**src/rtl/regfile_mp.sv**
```systemverilog
// Parametrised integer register file: NRD combinational read ports, one write port,
// per-register busy scoreboard, post-reset clear sweep. Optional bypass: REGFILE_MP_BYPASS_EN.
module regfile_mp #(
  parameter int unsigned XLEN  = 64,
  parameter int unsigned NREGS = 32,
  parameter int unsigned NRD   = 2,
  localparam int unsigned AW   = $clog2(NREGS)
) (
  input  logic                clk,
  input  logic                rst,
  output logic                ready_o,
  input  logic [NRD*AW-1:0]   read_sel_i,
  output logic [NRD*XLEN-1:0] read_data_o,
  output logic [NRD-1:0]      read_busy_o,
  input  logic                write_en_i,
  input  logic [AW-1:0]       write_sel_i,
  input  logic [XLEN-1:0]     write_data_i,
  input  logic                alloc_en_i,
  input  logic [AW-1:0]       alloc_sel_i
);

  typedef enum logic [0:0] {StClear, StReady} state_e;

  state_e            state_q;
  logic [AW-1:0]     clr_idx_q;
  logic              ready_q;
  logic [NREGS-1:0]  busy_q, busy_d;
  logic [XLEN-1:0]   regs_q [NREGS];

  logic              wr_en;
  logic [AW-1:0]     wr_idx;
  logic [XLEN-1:0]   wr_data;
  logic              wr_hit;

  assign ready_o = ready_q;
  assign wr_hit  = write_en_i && (write_sel_i != '0);

  // Alloc is applied after the write-clear so a same-edge alloc leaves the entry busy.
  always_comb begin
    busy_d = busy_q;
    if (wr_hit) busy_d[write_sel_i] = 1'b0;
    if (alloc_en_i && (alloc_sel_i != '0)) busy_d[alloc_sel_i] = 1'b1;
    busy_d[0] = 1'b0;
  end

  always_ff @(posedge clk or posedge rst) begin
    if (rst) begin
      state_q   <= StClear;
      clr_idx_q <= AW'(1);
      ready_q   <= 1'b0;
      busy_q    <= '0;
    end else begin
      unique case (state_q)
        StClear: begin
          clr_idx_q <= clr_idx_q + AW'(1);
          if (clr_idx_q == AW'(NREGS - 1)) begin
            state_q <= StReady;
            ready_q <= 1'b1;
          end
        end
        StReady: busy_q <= busy_d;
        default: begin
          state_q <= StClear;
          ready_q <= 1'b0;
        end
      endcase
    end
  end

  // The sweep owns the single array write port while clearing.
  always_comb begin
    if (state_q == StClear) begin
      wr_en   = 1'b1;
      wr_idx  = clr_idx_q;
      wr_data = '0;
    end else begin
      wr_en   = wr_hit;
      wr_idx  = write_sel_i;
      wr_data = write_data_i;
    end
  end

  always_ff @(posedge clk) begin
    if (wr_en) regs_q[wr_idx] <= wr_data;
  end

  for (genvar g = 0; g < NRD; g++) begin : g_rd
    logic [AW-1:0]   sel;
    logic [XLEN-1:0] rdata;
    logic            rbusy;

    assign sel = read_sel_i[g*AW +: AW];

    always_comb begin
      rdata = '0;
      rbusy = 1'b0;
      if ((state_q == StReady) && (sel != '0)) begin
        rdata = regs_q[sel];
        rbusy = busy_q[sel];
`ifdef REGFILE_MP_BYPASS_EN
        if (wr_hit && (sel == write_sel_i)) begin
          rdata = write_data_i;
          rbusy = alloc_en_i && (alloc_sel_i == write_sel_i);
        end
`endif
      end
    end

    assign read_data_o[g*XLEN +: XLEN] = rdata;
    assign read_busy_o[g]              = rbusy;
  end

endmodule
```
**config.mk**
```make
export PLATFORM = sky130hd
export DESIGN_NAME = regfile_mp
export DESIGN_NICKNAME = d
export VERILOG_FILES = /design/src/rtl/regfile_mp.sv
export SDC_FILE = /design/constraint.sdc
export NUM_CORES = 2
export LEC_CHECK = 0
export ABC_CLOCK_PERIOD_IN_PS = 5500
export CAP_MARGIN = 5
export CORE_MARGIN = 2
export CORE_UTILIZATION = 25
export DETAILED_ROUTE_END_ITERATION = 8
export SLEW_MARGIN = 10
export SYNTH_ARGS = -nofsm -noshare
export SYNTH_HDL_FRONTEND = slang
export SYNTH_SLANG_ARGS = --single-unit
```
**constraint.sdc**
```tcl
create_clock -name clk -period 5.5 [get_ports clk]
set_input_delay 1.65 -clock clk [delete_from_list [all_inputs] [get_ports clk]]
set_output_delay 1.65 -clock clk [all_outputs]
set_load 0.05 [all_outputs]
```
# Yosys cells after proc, flatten, opt, wreduce, memory -nomap -nowiden
# Memory sizes are Yosys's and may differ from the RTL's.
# Cells that the tools add are included.
# classes
eq_ne	1
n_addsub	1
magnitude_cmp	6
n_bitwise	4
n_mux	21
reduce_logical	11
# op_table
operator	count
two-way mux 64 bit	3
two-way mux 32 bit	2
bitwise AND 32 bit	1
NOT 32 bit	1
OR 32 bit	1
less-than comparator 5 x 6 -> 1 bit (second input constant)	4
nonzero test 5 bit	4
two-way mux 1 bit	11
binary-select mux 1 bit (select 5 bit)	2
demux 1 bit (select 5 bit)	2
>= comparator 5 x 1 -> 1 bit (second input constant)	2
logical AND 1 bit	6
adder 5 x 1 -> 5 bit (second input constant)	1
== test 5 bit (second input constant)	1
two-way mux 5 bit	1
AND reduction 2 bit	1
NOT 1 bit	1
# totals
ramBits	2048
ff_bits	38
n_memories	1
output_inout_bits	131
inputBits	88
# mem_list
memory	depth	width	rd	rd_ports_with_merged_regs	wr	line	source
regs_q	32	64	2	0	1	28	logic [XLEN-1:0] regs_q [NREGS];

# Longest topological paths before layout
# logic_depth
depth_word	9
ltp_mapped	10

# Least setup slack after synthesis
# No wires, ideal clock.
# synth_timing
path_type	input-to-reg
startpoint	input port write_sel_i[1]
endpoint	memory regs_q[2][0], enable pin
setup_time_ns	0.486
required_time_ns	5.014
path_stages	4
path_slack_ns	0.070
arrival_ns	4.944
cell_sequence	nor2b_1 nand3_1 a21boi_0 nor2_1
# synth_via
elab_chain_len	5
elab_cells_between_ends	6
# synth_rtl
element	line	source
start, declared	16	input logic [AW-1:0] write_sel_i,
nonzero test 5 bit	36	assign wr_hit = write_en_i && (write_sel_i != '0);
logical AND 1 bit	36	
two-way mux 1 bit	72	if (state_q == StClear) begin
two-way mux 1 bit	84	if (wr_en) regs_q[wr_idx] <= wr_data;
two-way mux 1 bit (implied by the code)	84	
end, declared	28	
# Parallel ways exist; a longest one is shown, timed or not.

# Worst setup path after layout
# layout_timing
startpoint	input port read_sel_i[5]
endpoint	output port read_data_o[88]
# layout_via
elab_chain_len	3
elab_cells_between_ends	4
# layout_rtl
element	line	source
start, declared	12	input logic [NRD*AW-1:0] read_sel_i,
parallel branches: the longest is 2 deep, another holds memory (32 x 64 bit)	n/a	
two-way mux 64 bit (*)	97	if ((state_q == StReady) && (sel != '0)) begin
end, declared	13	output logic [NRD*XLEN-1:0] read_data_o,
# Every way passes the cells marked *.

==> impl_metrics.tcl <==
set metrics [dict create \
    timing.hold.ws_ps 467 \
    clk_pin_slew_ps 50 \
    worst_slew_pin_slew_ps 1240 \
    grt-ovfl-total 0 \
    crit_fanout 19 \
    drc 0 \
    antenna_found_initial 22 \
    die_h_um 623 \
    final.period_utilization_pct 100 \
    grt_usage_pct 17.4 \
    numCtsBuffers 209 \
    status "complete, but fails checks" \
    peakVddDrop_mv 0.231 \
    hold_class "flop to flop" \
    synthCells 5198 \
    p_total_mw 36.2 \
    synth_seq_cells 2086 \
    vias 59720 \
    drive_above_1_share_pct 32.5 \
    dieArea_um2 388000 \
    leakage_nw 39.1 \
    skew_ps 56.1 \
    async_reset_ff_share_pct 1.82 \
    hold_viol 0 \
    cts_root_buf "clkbuf_16" \
    cts_buffer_depth 4 \
    cts_tree "yes" \
    synth_fp_nets 5288 \
    synth_area_um2 95700 \
    start_util_pct 25.1 \
    max_clock_freq_mhz 181 \
    slew_headroom_pct 17.6 \
    critical_path_class "input port to output port" \
    routed_via_density 5.36 \
    yosysTopAreaCellShare_pct 64.3 \
    grt_pass1_wl_mm 481 \
    period_minus_slack_ps 5510 \
    dpl_worst_slack_ps -335 \
    nets 5990 \
    drtIter0Drc 7943 \
    synth_edf_count 2048 \
    numPortBuffers 218 \
    dr.pass1.iters 6 \
    synthFlopType "edfxtp_1" \
    routed_wl_mm 351 \
    slew_violations 0 \
    design.core.area_um2 382000 \
    grt_max_degree 65 \
    gp_congestion 0.837 \
    synth_cell_type_count 47 \
    final.setup.worst_slack_ps -12.0 \
    cap_violations 0 \
    grt_pass1_vias 61035 \
    ioPinCount 219 \
    setup_viol 5 \
    critPathLaunchType "input port" \
    synthTopCellsByArea "edfxtp_1 (64%), mux4_2 (18%), mux2i_1 (5.5%)" \
    worstPathArrival_ps 3860 \
    ant_nets 0 \
    p_per_area_nw_per_um2 303 \
    cts.sinks 2086 \
    worstSetupEndpointType "output port" \
    grt_setup_unrepaired "yes" \
    avgRoutedWirePerCell_um 31.5 \
    syn_avg_cell_area_um2 18.4 \
    yosys.area.top_type "edfxtp_1" \
    hpwl_mm 212 \
    num_rows 227 \
    h-tree-depth 4 \
    violations "negative setup slack" \
    syn2layout_area_growth_pct 24.9 \
    clk_latency_ps 880 \
    dieWidth_um 623 \
    fin_setup_tns_ps -28.5 \
    synth_warnings 0 \
    ys_seq_area_share_pct 65.3 \
    worstPathRequired_ps 3850 \
]
[final cells by class]
cell class / instances / area [um2]
fillers: 36747 / 262000
diodes: 37 / 92.6
well taps: 5038 / 6300
clock buffers: 262 / 5530
inverters: 8 / 30.0
flip-flops and latches: 2086 / 62500
clock inverters: 112 / 1000
multi-input cells: 2687 / 31800
repair buffers: 908 / 12200
[what timing repair did]
action / 4_1_cts / 5_1_grt
hold buffers: 0 / 0
endpoints found under the hold margin: 0 / 0
cloned: 18 / 7
setup buffers: 52 / 46
pin swaps: 26 / 24
setup endpoints to repair: 95 / 51
gates resized for setup: 60 / 59
[synthesized netlist by cell type (all sizes together), types with 37 or more instances]
library cell and count:
nand3 139, mux4 775, and2 68, nand4 133, a21oi 134, edfxtp 2048, a22o 65, nand2 154
a31oi 66, mux2i 528, and3 66, clkbuf 186, dfrtp 37, buf 231, a22oi 393, o21ai 55
nor2 50
[placed cells by master, fill, tap and decap left out, types with 7 or more instances in the layout]
cell type        synthesis  routed
dfrtp_1                 37      36
mux2i_1                528     528
buf_16                   0      32
nand3_1                139     139
nand2_1                154     154
buf_6                   15      25
and2_1                  68      63
nor2b_1                 11       7
a22oi_1                393     386
a21oi_1                134     129
clkdlybuf4s50_1          0      78
inv_1                    8       8
buf_12                   0     321
buf_4                   23     422
clkbuf_1               186      46
bufinv_16                0      18
clkinv_1                 0      50
clkinv_2                 0      34
nand4_1                133     133
edfxtp_1              2048    2048
nor2_4                   0      37
bufbuf_16                0      12
a22oi_2                  0       7
diode_2                  0      37
nor2_1                  49      13
a31oi_1                 66      48
a31oi_2                  0      13
o21ai_0                 55      55
a22o_1                  65      65
mux4_2                 775     775
and3_1                  66      65
clkbuf_16                0     219
[power by group]
| part | internal (mW) | switching (mW) | total (mW) | leakage (nW) |
|---|---|---|---|---|
| Clock | 7.93 | 6.15 | 14.1 | 3.20 |
| Combinational | 1.92 | 2.64 | 4.56 | 17.0 |
| Sequential | 17.5 | 0.0313 | 17.6 | 18.9 |
[flip-flops by register name, indices dropped and copies added, names as in the netlist]
register,cells
regs_q,2048
busy_q,31
ready_o,1
clr_idx_q,5
state_q,1
[critical path, cell delays in order]
cell	delay (ps)
buf_16	140
buf_16	180
buf_12	140
buf_12	200
mux4_2	520
a22oi_1	260
nand4_1	380
buf_12	290
[metal layers]
| layer | GRT usage, % | wire, um | vias to the layer above |
|---|---|---|---|
| li1 | - | - | 23663 |
| met1 | 20.5 | 126000 | 31899 |
| met2 | 30.2 | 177000 | 3351 |
| met3 | 2.44 | 25700 | 803 |
| met4 | 10.1 | 22100 | 4 |
| met5 | 0 | 24 | - |
[metrics by stage]
stage          instance area [um2]  cells  util [%]
6_report                    119000  11138      31.3
5_1_grt                     119000  11133      31.3
4_1_cts                     118000  11047      31.0
3_5_place_dp                111000  10604      29.0
3_3_place_gp                111000  10604      29.0
2_1_floorplan                95700   5198         -
[worst paths after layout]
| check | from | endpoint | slack (ps) | cells past startpoint |
|---|---|---|---|---|
| max | read_sel_i[5] | read_data_o[88] | -10 | 8 |
| min in group asynchronous | rst | busy_q[21] | 1290 | 3 |
| max in group asynchronous | rst | state_q | 3810 | 3 |
| max reg2reg | state_q | regs_q[11][38] | 1810 | 8 |
| min reg2reg | ready_o | ready_o | 470 | 1 |
| min | ready_o | ready_o | 470 | 1 |
[logic make-up (layout without fill, tap and decap cells)]
| family | after synthesis | in the layout | synth area share, % |
|---|---|---|---|
| fa+ha+maj | 2 | 2 | 0.0262 |
| flops | 2086 | 2086 | 65.3 |
| other cells | 0 | 37 | 0 |
| simple gates | 649 | 649 | 3.57 |
| xor+xnor | 3 | 3 | 0.0275 |
| mux | 1306 | 1306 | 23.8 |
| compound gates | 727 | 727 | 5.21 |
| buf+inv | 425 | 1290 | 2.08 |
No activity file was read; power rests on OpenSTA's default activity.
